==> src/rtl/a2d_resp.sv <==
// SPI responder modelling a 12-bit, 8-channel A2D converter on the far side of the SPI link.
// Optional sticky framing-error flag (err port) enabled by defining A2D_RESP_ERR_EN.
module a2d_resp (
  input  logic        clk,
  input  logic        rst_n,
  input  logic        SS_n,
  input  logic        SCLK,
  input  logic        MOSI,
  output logic        MISO,
  input  logic [11:0] res,
  output logic [2:0]  chnnl,
  output logic        trans_done
`ifdef A2D_RESP_ERR_EN
  ,
  output logic        err
`endif
);

  typedef enum logic [1:0] {IDLE, SHIFT, COMMIT, CONV} state_t;

  state_t      state, state_nxt;
  logic [2:0]  ss_sync, sclk_sync, mosi_sync;
  logic        ss_fall, ss_rise, sclk_rise, sclk_fall, ss_low;
  logic [15:0] tx;
  logic [13:0] rx;
  logic [4:0]  cnt;
  logic [11:0] shadow;
  logic        pend;
  logic        load_tx, shift_rx, shift_tx, do_commit, do_capture;
  logic        set_pend, clr_pend, frame_err;

  // Sync flops reset to the idle level of each line so reset release never fakes an edge.
  always_ff @(posedge clk or negedge rst_n) begin
    if (!rst_n) begin
      ss_sync   <= 3'b111;
      sclk_sync <= 3'b111;
      mosi_sync <= 3'b000;
    end else begin
      ss_sync   <= {ss_sync[1:0], SS_n};
      sclk_sync <= {sclk_sync[1:0], SCLK};
      mosi_sync <= {mosi_sync[1:0], MOSI};
    end
  end

  assign ss_low    = ~ss_sync[1];
  assign ss_fall   = ss_sync[2] & ~ss_sync[1];
  assign ss_rise   = ~ss_sync[2] & ss_sync[1];
  assign sclk_rise = ~sclk_sync[2] & sclk_sync[1];
  assign sclk_fall = sclk_sync[2] & ~sclk_sync[1];

  always_ff @(posedge clk or negedge rst_n) begin
    if (!rst_n) state <= IDLE;
    else        state <= state_nxt;
  end

  always_comb begin
    state_nxt  = state;
    load_tx    = 1'b0;
    shift_rx   = 1'b0;
    shift_tx   = 1'b0;
    do_commit  = 1'b0;
    do_capture = 1'b0;
    set_pend   = 1'b0;
    clr_pend   = 1'b0;
    frame_err  = 1'b0;
    trans_done = 1'b0;
    case (state)
      IDLE: begin
        if (ss_fall || pend) begin
          load_tx   = 1'b1;
          clr_pend  = 1'b1;
          state_nxt = SHIFT;
        end
      end
      SHIFT: begin
        shift_rx  = sclk_rise;
        // The leading SCLK fall after SS_n must not shift away bit 15.
        shift_tx  = sclk_fall && (cnt != 5'd0);
        frame_err = ss_fall;
        if (ss_rise) begin
          if (cnt == 5'd16) begin
            state_nxt = COMMIT;
          end else begin
            frame_err = 1'b1;
            state_nxt = IDLE;
          end
        end
      end
      COMMIT: begin
        do_commit = 1'b1;
        set_pend  = ss_fall;
        state_nxt = CONV;
      end
      CONV: begin
        do_capture = 1'b1;
        trans_done = 1'b1;
        set_pend   = ss_fall;
        state_nxt  = IDLE;
      end
      default: state_nxt = IDLE;
    endcase
  end

  always_ff @(posedge clk or negedge rst_n) begin
    if (!rst_n) begin
      tx     <= '0;
      rx     <= '0;
      cnt    <= '0;
      chnnl  <= '0;
      shadow <= '0;
      pend   <= 1'b0;
    end else begin
      if (load_tx) begin
        tx  <= {4'b0000, shadow};
        cnt <= '0;
      end else begin
        if (shift_tx) tx <= {tx[14:0], 1'b0};
        if (shift_rx) begin
          rx  <= {rx[12:0], mosi_sync[1]};
          cnt <= (cnt == 5'd31) ? cnt : cnt + 5'd1;
        end
      end
      if (do_commit)  chnnl  <= rx[13:11];
      // res follows chnnl, so capturing one cycle after commit picks up the new channel.
      if (do_capture) shadow <= res;
      if (set_pend)      pend <= 1'b1;
      else if (clr_pend) pend <= 1'b0;
    end
  end

  assign MISO = tx[15] & ss_low;

`ifdef A2D_RESP_ERR_EN
  always_ff @(posedge clk or negedge rst_n) begin
    if (!rst_n)         err <= 1'b0;
    else if (frame_err) err <= 1'b1;
  end
`else
  logic unused_err;
  assign unused_err = frame_err;
`endif

endmodule

==> config.mk <==
export PLATFORM = sky130hd
export DESIGN_NAME = a2d_resp
export DESIGN_NICKNAME = d
export VERILOG_FILES = /design/src/rtl/a2d_resp.sv
export SDC_FILE = /design/constraint.sdc
export NUM_CORES = 1
export LEC_CHECK = 0
export BUFFER_PORTS_ARGS = -buffer_cell sky130_fd_sc_hd__buf_2
export CORE_MARGIN = 2
export CORE_UTILIZATION = 58
export CTS_BUF_LIST = sky130_fd_sc_hd__clkbuf_8
export CTS_CLUSTER_DIAMETER = 80
export DETAILED_ROUTE_END_ITERATION = 6
export GPL_TIMING_DRIVEN = 0
export PLACE_DENSITY = 0.88
export SYNTH_ARGS = -nofsm -noshare
export SYNTH_HDL_FRONTEND = slang
export SYNTH_SLANG_ARGS = --single-unit
==> constraint.sdc <==
create_clock -name clk -period 2.31 [get_ports clk]
set_clock_uncertainty 0.15 [all_clocks]
set_input_delay 0.462 -clock clk [delete_from_list [all_inputs] [get_ports clk]]
set_output_delay 0.462 -clock clk [all_outputs]
set_load 0.02 [all_outputs]
==> results.md <==
* Buf+Inv Stages, Crit Path at 3
* Crit path max fanout at 10
* IO Pins at 22
* Synth Cell Area at 2470 sq um
* Commonest register cell after synthesis: dfrtp_1
* Layout area overhead at 15.3%
* Syn avg cell area at 11.8 sq um
* Commonest cells in the synthesized netlist: 56 x nand2_1, 55 x dfrtp_1, 16 x mux2_2, 15 x mux2i_1, 12 x nor2_1
* CP Data Required Time at 1.70 ns
* Post-synth EDFFs at 0
* P per Cell Area at 994 nW/um^2
* Worst hold path type: in -> async
* CTS Hold Buffers Added at 0
* Setup crit start kind: register
* Clk pwr share at 34.6%
* Height of the die at 69.3 microns
* Synthesized Nets at 230
* Clock Latency Late Sink at 0.34 ns
* Fin. Hold Viols at 0
* Post-route minimum period at 2.09 ns
* Sw Share at 26.3%
* Largest net degree at the start of global routing at 62
* Warnings from Yosys at 0
* Crit-path cells: nand2_1 > buf_2 > inv_1 > buf_2
* Family with the most delay on the worst path: buffers and inverters
* GPL Wtd Cong at 0.729
* Reg clk slew, reported paths at 0.06 ns
* Finished Core Util at 70.3%
* Vias in the first global route at 1605
* Slowest CP cell: dfrtp_1
* H-tree depth at 3
* Top-count cell post-synth: nand2_1
* Worst slew margin at 52.0%
* Static Leak at 0.00138 uW
* CP endpoint kind: output port
* Number of port buffers at 21
* Via Count at 1564
* Share of cells above drive strength 1 at 26.3%
* Post-CTS Setup Bufs at 0
* Nets at 262
* Half-perimeter wire length after placement at 2740 microns
* NetSw at 745 uW
* Max cap viols at 0
* Max stage delay on crit path at 0.46 ns
* Top cell type's share of synthesized area at 55.6%
* Async set or reset register ratio after synthesis at 100%
* Fmax at 479 MHz
* Worst Path Arrival at 1.48 ns
* Core region area at 4060 sq um
* Setup_tns at 0 ns
* FP Rows at 23
* Setup-failing EPs final at 0
* Width of the die at 69.3 microns
* Peak VDD IR at 0.000856 V
* DRC Markers at 0
* Synth top area cells: dfrtp_1 56%, nand2_1 8.5%, mux2_2 7.3%, dfstp_2 6.4%, mux2i_1 6.1%
* Initial cell density of the core at 61.0%
* CTS buffer count at 9
* Register bit total from synthesis at 61
* CTS resizes at 0
* Fill cell count at 294
* Cell mode on critical path: buf_2
* RSZ-0062 raised after global routing: false
* WL/cell at 13.8 microns
* Die ar. at 4810 sq um
* Sequential Power Share at 50.7%
* 1st-pass router iterations at 4
* # clock sinks at 61
* Initial DRC Count at 42
* Yosys cell types at 28
* Combinational fraction of design power at 14.7%
* First-pass GRT wire length at 6940 microns
* Dominant cell type by area after synthesis: dfrtp_1
* Run status: completed
* Routed Antenna Nets at 0
* Worst-Margin Slew at 0.720 ns
* Final WL at 4110 microns
* Max-slew violations at 0
* Remaining Overflow, GRT at 0
* Antenna violations before repair at 0
* Final Cycle Share at 90.4%
* ANT cells at 0
* Clk root buf: clkbuf_8
* P_int at 2090 uW
* Tot GR Track Use at 19.1%
* Vias per Instance at 5.27
* Synth Instances at 210
* Post-synthesis sequential area ratio at 62.0%
* Max Buffers Root-to-Sink at 2
* TritonCTS clock tree: done
* Crit path kind: reg -> out
metrics by stage:
stage | area (sq um) | hold WS, ns | power (uW) | setup WS, ns | std cells
final | 2850 | 0.0407 | 2840 | 0.222 | 297
after global routing | 2850 | 0.0485 | 2990 | 0.130 | 297
after CTS | 2850 | 0.0526 | 2860 | 0.188 | 297
after detailed placement | 2640 | 0.190 | 1870 | 0.294 | 281
after global placement | 2640 | 0.189 | 1830 | 0.314 | 281
after floorplan | 2470 | 0.0164 | 1730 | 0.459 | 210
worst paths after layout:
path	start	endpoint	cells after the start	slack (ns)
max in group asynchronous	rst_n	shadow[5]	1	1.50
worst min register to register	mosi_sync[0]	mosi_sync[1]	0	0.20
min in group clk	SS_n	ss_sync[0]	1	0.07
worst max-delay path	state[0]	trans_done	4	0.22
worst max register to register	cnt[0]	tx[9]	8	0.28
worst min-delay path	rst_n	cnt[0]	1	0.04
cell usage in the layout (no fill, tap or decap), drive strengths merged, types with 3 or more instances in the layout:
cell	Yosys	layout
a22o	3	3
buf	5	26
clkbuf	4	13
dfrtp	55	55
dfstp	6	6
ha	3	3
inv	3	6
mux2	16	16
mux2i	15	15
nand2	56	56
nor2	12	12
nor2b	3	3
o21ai	11	11
power groups by stage:
stage | clock (uW) | sequential, uW | combinational (uW)
after floorplan | 0 | 1410 | 319
after detailed placement | 0 | 1450 | 420
after CTS | 1000 | 1440 | 423
after global routing | 1060 | 1460 | 474
after global placement | 0 | 1440 | 391
final | 981 | 1440 | 416
per-layer routing:
layer / vias to the layer above / share of wire, % / wire length [microns] / global-route usage [%]
li1: 758 / - / - / -
met1: 759 / 42 / 1730 / 21.1
met2: 38 / 51 / 2100 / 31.5
met5: - / 0 / 0 / 0
met3: 9 / 5.3 / 216 / 9.45
met4: 0 / 1.5 / 61 / 7.41
registers in the layout, summed over array words and instances, names as in the netlist, 2 cells and up, named ones only:
name and flops:
shadow 12, mosi_sync 2, ss_sync 3, tx 16, rx 14, sclk_sync 3, cnt 5, chnnl 3
cell families (layout without fill, tap and decap cells):
kind of cell / count (synthesis) / after routing / share of synthesized area (%)
multiplexers: 31 / 31 / 13.3
XOR/XNOR: 2 / 2 / 0.708
adder cells (fa/ha/maj): 3 / 3 / 1.52
AND/OR/NAND/NOR: 83 / 83 / 15.4
buffers and inverters: 12 / 49 / 2.78
AO/OA/AOI/OAI: 18 / 18 / 4.30
flip-flops: 61 / 61 / 62.0
area by class of cell:
cell class | count | area (sq um) | area share, %
sequential | 61 | 1530 | 53.8
multi-input combinational | 137 | 872 | 30.6
clock buffer | 9 | 124 | 4.34
timing repair buffer | 21 | 108 | 3.77
clock inverter | 7 | 83.8 | 2.94
tap | 50 | 62.6 | 2.19
buffer | 9 | 57.6 | 2.02
inverter | 3 | 11.3 | 0.395
Power figures use the tool's default switching activity.
